===== src/rtl/uart_slip_framer.sv =====
// SLIP framer: buffers {last, byte} entries in a FIFO and streams C0-delimited,
// escaped frames to a UART transmitter, one byte per transmit strobe.
module uart_slip_framer #(
  parameter int DEPTH = 16
) (
  input  logic        clk,
  input  logic        rst,
  input  logic [7:0]  in_data,
  input  logic        in_last,
  input  logic        in_valid,
  output logic        in_ready,
  output logic [7:0]  tx_byte,
  output logic        transmit,
  input  logic        tx_free,
  output logic        busy,
  output logic [15:0] frames_sent
);

  localparam int AW = $clog2(DEPTH);

  localparam logic [7:0] SLIP_END     = 8'hC0;
  localparam logic [7:0] SLIP_ESC     = 8'hDB;
  localparam logic [7:0] SLIP_ESC_END = 8'hDC;
  localparam logic [7:0] SLIP_ESC_ESC = 8'hDD;

  typedef enum logic [2:0] {
    IDLE,
    SOF,
    DATA,
    ESC2,
    EOF
  } state_t;

  function automatic logic needs_esc(input logic [7:0] b);
    return (b == SLIP_END) || (b == SLIP_ESC);
  endfunction

  function automatic logic [7:0] esc_code(input logic [7:0] b);
    return (b == SLIP_END) ? SLIP_ESC_END : SLIP_ESC_ESC;
  endfunction

  logic [8:0]  mem_q [DEPTH];
  logic [AW:0] wr_ptr_q, rd_ptr_q;
  logic        empty, full, wr_en, pop;
  logic [8:0]  head;

  state_t      state_q, state_d;
  logic [7:0]  esc_q, esc_d;
  logic        esc_last_q, esc_last_d;
  logic        tx_prev_q;
  logic [7:0]  tx_byte_q;
  logic [15:0] frames_q;

  logic        can_tx, issue, frame_done;
  logic [7:0]  issue_byte;

  // FIFO bookkeeping: the extra pointer bit tells full from empty.
  assign empty    = (wr_ptr_q == rd_ptr_q);
  assign full     = (wr_ptr_q[AW] != rd_ptr_q[AW]) &&
                    (wr_ptr_q[AW-1:0] == rd_ptr_q[AW-1:0]);
  assign in_ready = !full;
  assign wr_en    = in_valid && !full;
  assign head     = mem_q[rd_ptr_q[AW-1:0]];

  always_ff @(posedge clk) begin
    if (wr_en) begin
      mem_q[wr_ptr_q[AW-1:0]] <= {in_last, in_data};
    end
  end

  // A byte goes out only with the UART idle and no strobe in the previous cycle.
  assign can_tx = tx_free && !tx_prev_q;

  always_comb begin
    state_d    = state_q;
    esc_d      = esc_q;
    esc_last_d = esc_last_q;
    issue      = 1'b0;
    issue_byte = tx_byte_q;
    pop        = 1'b0;
    frame_done = 1'b0;
    case (state_q)
      IDLE: begin
        if (!empty) begin
          state_d = SOF;
        end
      end
      SOF: begin
        if (can_tx) begin
          issue      = 1'b1;
          issue_byte = SLIP_END;
          state_d    = DATA;
        end
      end
      DATA: begin
        if (can_tx && !empty) begin
          issue = 1'b1;
          pop   = 1'b1;
          if (needs_esc(head[7:0])) begin
            issue_byte = SLIP_ESC;
            esc_d      = esc_code(head[7:0]);
            esc_last_d = head[8];
            state_d    = ESC2;
          end else begin
            issue_byte = head[7:0];
            state_d    = head[8] ? EOF : DATA;
          end
        end
      end
      ESC2: begin
        if (can_tx) begin
          issue      = 1'b1;
          issue_byte = esc_q;
          state_d    = esc_last_q ? EOF : DATA;
        end
      end
      EOF: begin
        if (can_tx) begin
          issue      = 1'b1;
          issue_byte = SLIP_END;
          frame_done = 1'b1;
          state_d    = IDLE;
        end
      end
      default: state_d = IDLE;
    endcase
  end

  // tx_byte shows the byte being issued, then holds it until the next issue.
  assign transmit    = issue && !rst;
  assign tx_byte     = transmit ? issue_byte : tx_byte_q;
  assign busy        = (state_q != IDLE) || !empty;
  assign frames_sent = frames_q;

  always_ff @(posedge clk) begin
    if (rst) begin
      state_q   <= IDLE;
      wr_ptr_q  <= '0;
      rd_ptr_q  <= '0;
      tx_prev_q <= 1'b0;
      tx_byte_q <= 8'h00;
      frames_q  <= 16'h0000;
    end else begin
      state_q   <= state_d;
      tx_prev_q <= transmit;
      if (wr_en) begin
        wr_ptr_q <= wr_ptr_q + (AW+1)'(1);
      end
      if (pop) begin
        rd_ptr_q <= rd_ptr_q + (AW+1)'(1);
      end
      if (transmit) begin
        tx_byte_q <= issue_byte;
      end
      if (frame_done) begin
        frames_q <= frames_q + 16'd1;
      end
    end
  end

  always_ff @(posedge clk) begin
    esc_q      <= esc_d;
    esc_last_q <= esc_last_d;
  end

endmodule


===== config.mk =====
export PLATFORM = sky130hd
export DESIGN_NAME = uart_slip_framer
export DESIGN_NICKNAME = d
export VERILOG_FILES = /design/src/rtl/uart_slip_framer.sv
export SDC_FILE = /design/constraint.sdc
export NUM_CORES = 1
export LEC_CHECK = 0
export BUFFER_PORTS_ARGS = -buffer_cell sky130_fd_sc_hd__buf_2
export CAP_MARGIN = 20
export CORE_MARGIN = 10
export CORE_UTILIZATION = 45
export DETAILED_ROUTE_END_ITERATION = 12
export GPL_TIMING_DRIVEN = 0
export HOLD_SLACK_MARGIN = 0.1
export PLACE_DENSITY_LB_ADDON = 0.1
export RECOVER_POWER = 50
export SYNTH_ARGS = -nofsm -noshare
export SYNTH_HDL_FRONTEND = slang
export SYNTH_SLANG_ARGS = --single-unit

===== constraint.sdc =====
create_clock -name clk -period 2.8 [get_ports clk]
set_input_delay 0.28 -clock clk [delete_from_list [all_inputs] [get_ports clk]]
set_output_delay 0.28 -clock clk [all_outputs]
set_load 0.02 [all_outputs]

## Word level (Yosys, flattened, before mapping)

Memories as Yosys holds them, arrays and structs flattened. A register that Yosys moved wholly into a read port is not among the register bits.
Cells that the tools add are included.

| cells by class | value |
|---|---|
| $add $sub $neg | 3 |
| equality and inequality tests | 14 |
| multiplexer cells | 25 |
| reductions and logical operators | 17 |

Operator list:

| kind | count |
|---|---|
| 8-bit 2-to-1 mux | 5 |
| 3-bit 2-to-1 mux | 8 |
| 8-bit case mux with 3 select lines | 1 |
| 16-bit by 1-bit adder with 16-bit output (second input constant) | 1 |
| 8-bit equality test (second input constant) | 2 |
| 3-bit case mux with 5 select lines | 1 |
| 5-bit by 1-bit adder with 5-bit output (second input constant) | 2 |
| 2-bit != test (second input constant) | 5 |
| 4-bit 2-to-1 mux | 2 |
| 1-bit 2-to-1 mux | 7 |
| 3-bit by 2-bit equality test with 1-bit output (second input constant) | 2 |
| 5-bit equality test | 1 |
| 1-bit logical AND | 5 |
| 5-bit AND reduction | 1 |
| 4-bit equality test | 1 |
| 1-bit zero test | 4 |
| 3-bit by 1-bit equality test with 1-bit output (second input constant) | 1 |
| 3-bit equality test (second input constant) | 1 |
| 3-bit zero test | 1 |
| 3-bit AND reduction | 1 |
| 3-bit nonzero test | 1 |
| 3-bit OR reduction | 1 |
| 1-bit logical OR | 2 |
| 1-bit case mux with 2 select lines | 1 |
| other kinds (2) | 2 |

| word-level totals | value |
|---|---|
| bits in registers | 47 |
| memory bits (writable) | 144 |
| bits of input ports | 13 |
| output and inout bits | 27 |
| logic and storage cells | 68 |
| memories | 1 |

Memory list:

| memory | depth | width | rd ports | clocked after Yosys merged registers in | wr ports | line | text |
|---|---|---|---|---|---|---|---|
| mem_q | 16 | 9 | 1 | 1 | 1 | 42 | `logic [8:0] mem_q [DEPTH];` |

## Logic depth before layout (Yosys ltp)

| logic depth | value |
|---|---|
| depth after elaboration | 7 |
| gate-level depth with buffers | 10 |
| depth with buffers taken out | 8 |

## Worst setup path before layout

OpenSTA, ideal clock, no wires.

| timing path | value |
|---|---|
| kind | reg2out |
| from | register with a tool-made name |
| to | output tx_byte[3] |
| data arrival time | 2.604 ns |
| required time | 2.520 ns |
| slack | -0.084 ns |
| cell stages (with the launch flop) | 9 |
| buffers on the path | 2 |
| cell sequence | dfxtp_1 > clkbuf_1 > clkbuf_1 > mux4_2 > mux4_2 > nor3_2 > o21ai_2 > a31o_1 > a21oi_1 |

RTL lines:

| item | line | text |
|---|---|---|
| end: declaration | 12 | `output logic [7:0] tx_byte,` |

==> flow_metrics.py <==
metrics = {
    "global_routing": {
        "grt_use_total": 0.157,
        "grt_pass1_vias": 4316,
        "grt_max_degree": 17,
        "antenna_found_initial": 0,
        "overflow": 0,
        "grt_pass1_wl_mm": 26.1,
    },
    "finish": {
        "synthToLayoutAreaGrowth_pct": 22.3,
        "fillers": 1358,
        "nNetsFinal": 582,
        "drive_gt1_frac": 0.286,
        "final-seq-area_um2": 5230,
        "multi_input_area_um2": 2460,
        "n_antenna_cell": 0,
        "fin_util": 0.562,
        "design_area_um2": 9330,
        "layout_commonest_cell": "edfxtp_1",
        "final_cell_mix": "146 x edfxtp_1, 46 x nor2_1, 39 x dfxtp_1",
    },
    "clock_tree": {
        "numCtsBuffers": 17,
        "cts_hold_buffers": 0,
        "clkLatencyLatePin_ns": 0.42,
        "cts_root_buffer": "clkbuf_16",
        "htree_levels": 4,
        "cts.sinks": 188,
        "cts_tree": "built",
        "cts_max_path_buffers": 2,
        "clk_pin_slew_ns": 0.06,
    },
    "power_and_ir_drop": {
        "swShare": 0.211,
        "power_switching_mw": 1.25,
        "peakVddDrop_mv": 0.507,
        "powerDensity_nw_per_um2": 637,
        "power_mw": 5.94,
        "power.leakage_nw": 3.09,
        "p_int_mw": 4.69,
        "pwr-share-comb": 0.060,
        "pwr-share-clk": 0.425,
        "seq_power_share": 0.515,
    },
    "critical_path": {
        "crit_end": "tx_byte[0]",
        "rrSetupSlack_ns": 0.02,
        "crit_required_ns": 2.52,
        "r2r_end": "esc_q[0]",
        "cpPeakStageDelay_ns": 0.56,
        "worstPathArrival_ns": 3.01,
        "crit_chain": "buf_8, buf_12, mux4_2, mux4_2, nor3_4, nor4b_4, o21ai_2, nand3_1, buf_6",
        "worstSetupEndpointType": "primary output",
        "rr_worst_depth": 9,
        "crit_buf_inv": 3,
        "startpoint_type": "flop",
        "slowest_stage": "mux4_2",
        "critical_path.top_delay_family": "multiplexers",
        "path_class": "flop to primary output",
        "crit_cells": 9,
        "worst-path-max-fanout": 8,
        "cp_common_cell": "mux4_2",
    },
    "worst_hold_path": {
        "hp-start": "in_data[7]",
        "hold_class": "input pin to flop",
    },
    "timing": {
        "finalMaxSlewViolations": 0,
        "fin_crit_sh": 1.17,
        "rsz0062_at_grt": "true",
        "tns_ns": -2.13,
        "setup_violations": 8,
        "slew_headroom": 0.519,
        "fmax_ghz": 0.304,
        "skew_ns": 0.00859,
        "fin_ws_ns": -0.488,
        "finalCriticalPeriod_ns": 3.29,
        "hold_violations": 0,
        "worst_slew_pin_slew_ns": 0.721,
    },
    "synthesis": {
        "ys.warnings.count": 0,
        "avgSynthCellArea_um2": 16.1,
        "synth-edff-count": 146,
        "synth_cell_types": 52,
        "synth-seq-cells": 188,
        "yosys.area.top_type": "edfxtp_1",
        "seq_area_frac_synth": 0.685,
        "synth_nets": 492,
        "synth_area_leaders": "edfxtp_1 58%, dfxtp_1 11%, mux4_2 8.3%, mux4_1 4.1%, nor2_1 2.7%",
        "yosys_most_used_dff": "edfxtp_1",
        "syn_inst": 473,
        "synth_area_um2": 7620,
        "synth_top_area_frac": 0.575,
        "async_flop_share": 0,
    },
    "floorplan": {
        "coreArea_um2": 16600,
        "die_w_um": 150,
        "fp-row-count": 47,
        "ios": 40,
        "dieArea_um2": 22500,
        "die_height_um": 150,
        "start_util": 0.460,
    },
    "route": {
        "drt-total-wl_mm": 17.2,
        "drc": 0,
        "firstDrtPassIters": 4,
        "drtAntennaViolNets": 0,
        "viasPerCell": 5.50,
        "vias": 4375,
        "drt_iter0_drc": 319,
        "routedWlPerCell_um": 21.6,
    },
    "job": {
        "max_cap_violations": 0,
    },
    "place": {
        "gp_congestion": 0.772,
        "pre_cts_ws_ns": -0.835,
        "placed_cell_area_um2": 8230,
        "dp_hpwl_mm": 11.4,
        "io_buffers": 38,
    },
    "run_status": {
        "violations": "setup timing",
        "status": "complete, but fails checks",
    },
}
==> flip-flops by register name (all words and copies together), names as in the netlist, named ones only <==
name	cells
mem_q	144
esc_last_q	1
wr_ptr_q	5
frames_sent	16
tx_prev_q	1
esc_q	1
tx_byte_q	8
rd_ptr_q	5
state_q	3
==> worst reg2reg max path, stage by stage (launching register included) <==
cell	delay [ns]
dfxtp_2	0.33
buf_8	0.13
buf_12	0.14
mux4_2	0.52
mux4_2	0.56
nor3_4	0.28
nor4b_4	0.29
buf_4	0.17
buf_6	0.08
nand2b_1	0.04
==> area by class of cell <==
cell class,count,share of cell area
sequential,188,0.561
multi-input combinational,257,0.264
timing repair buffer,73,0.0586
clock buffer,19,0.0464
tap,220,0.0295
clock inverter,13,0.0205
buffer,21,0.0181
inverter,5,0.00215
==> stage by stage <==
stage                     hold slack, ns  instances
after global placement             0.489        731
after CTS                          0.212        790
final                              0.345        796
after detailed placement           0.492        742
after global routing               0.376        796
after floorplan                    0.379        473
==> cells in the mapped netlist (all sizes together), types with 2 or more instances <==
cell and instances:
edfxtp 146, nor4 2, buf 11, mux2i 5
and2 3, nand2 25, and4 2, nand4 8
clkbuf 12, nor2b 8, ha 6, nor3b 3
o21a 2, xnor2 8, o22a 2, mux4 40
o22ai 3, a21oi 9, a221oi 2, and3 3
inv 4, a22oi 4, nand2b 7, o21ai 6
xor2 19, nand3 11, dfxtp 42, nor3 9
o211ai 2, nor2 55
==> power by group through the flow <==
stage	Sequential, mW	Clock [mW]	Combinational (mW)
6_report	3.06	2.53	0.356
5_1_grt	3.06	2.69	0.386
4_1_cts	3.06	2.57	0.335
3_5_place_dp	3.12	0	0.288
3_3_place_gp	3.12	0	0.271
2_1_floorplan	3.11	0	0.176
==> layer usage <==
layer / GRT usage / part of all wire / up-vias
li1: - / - / 2003
met1: 0.210 / 0.45 / 2264
met2: 0.251 / 0.49 / 91
met3: 0.0297 / 0.049 / 17
met4: 0.0539 / 0.012 / 0
met5: 0 / 0 / -
==> cells by family (layout without fill, tap and decap cells) <==
group                      Yosys count  count (layout)  share of synthesized area
muxes                               45              45                      0.131
adders and majority gates            6               6                    0.00985
buffers and inverters               28             131                     0.0182
AOI/OAI and AO/OA                   39              39                     0.0359
and+or+nand+nor                    140             140                     0.0888
DFF                                188             188                      0.685
xor gates and xnor gates            27              27                     0.0310
==> what timing repair did <==
item	in CTS	in global routing
gates resized for setup	52	51
setup buffers	17	8
pin swaps	8	9
gates cloned	1	0
setup endpoints to repair	56	59
==> worst min-delay path by stage <==
stage	to	slack, ns	cells past startpoint
finish	mem_q[10][7]	0.35	1
CTS	mem_q[15][8]	0.21	1
global placement	frames_sent[15]	0.49	2
detailed placement	tx_byte_q[0]	0.49	2
floorplan	mem_q[0][0]	0.38	0
global route	mem_q[14][6]	0.38	1
Note: power is estimated with default switching activity, not from simulation.
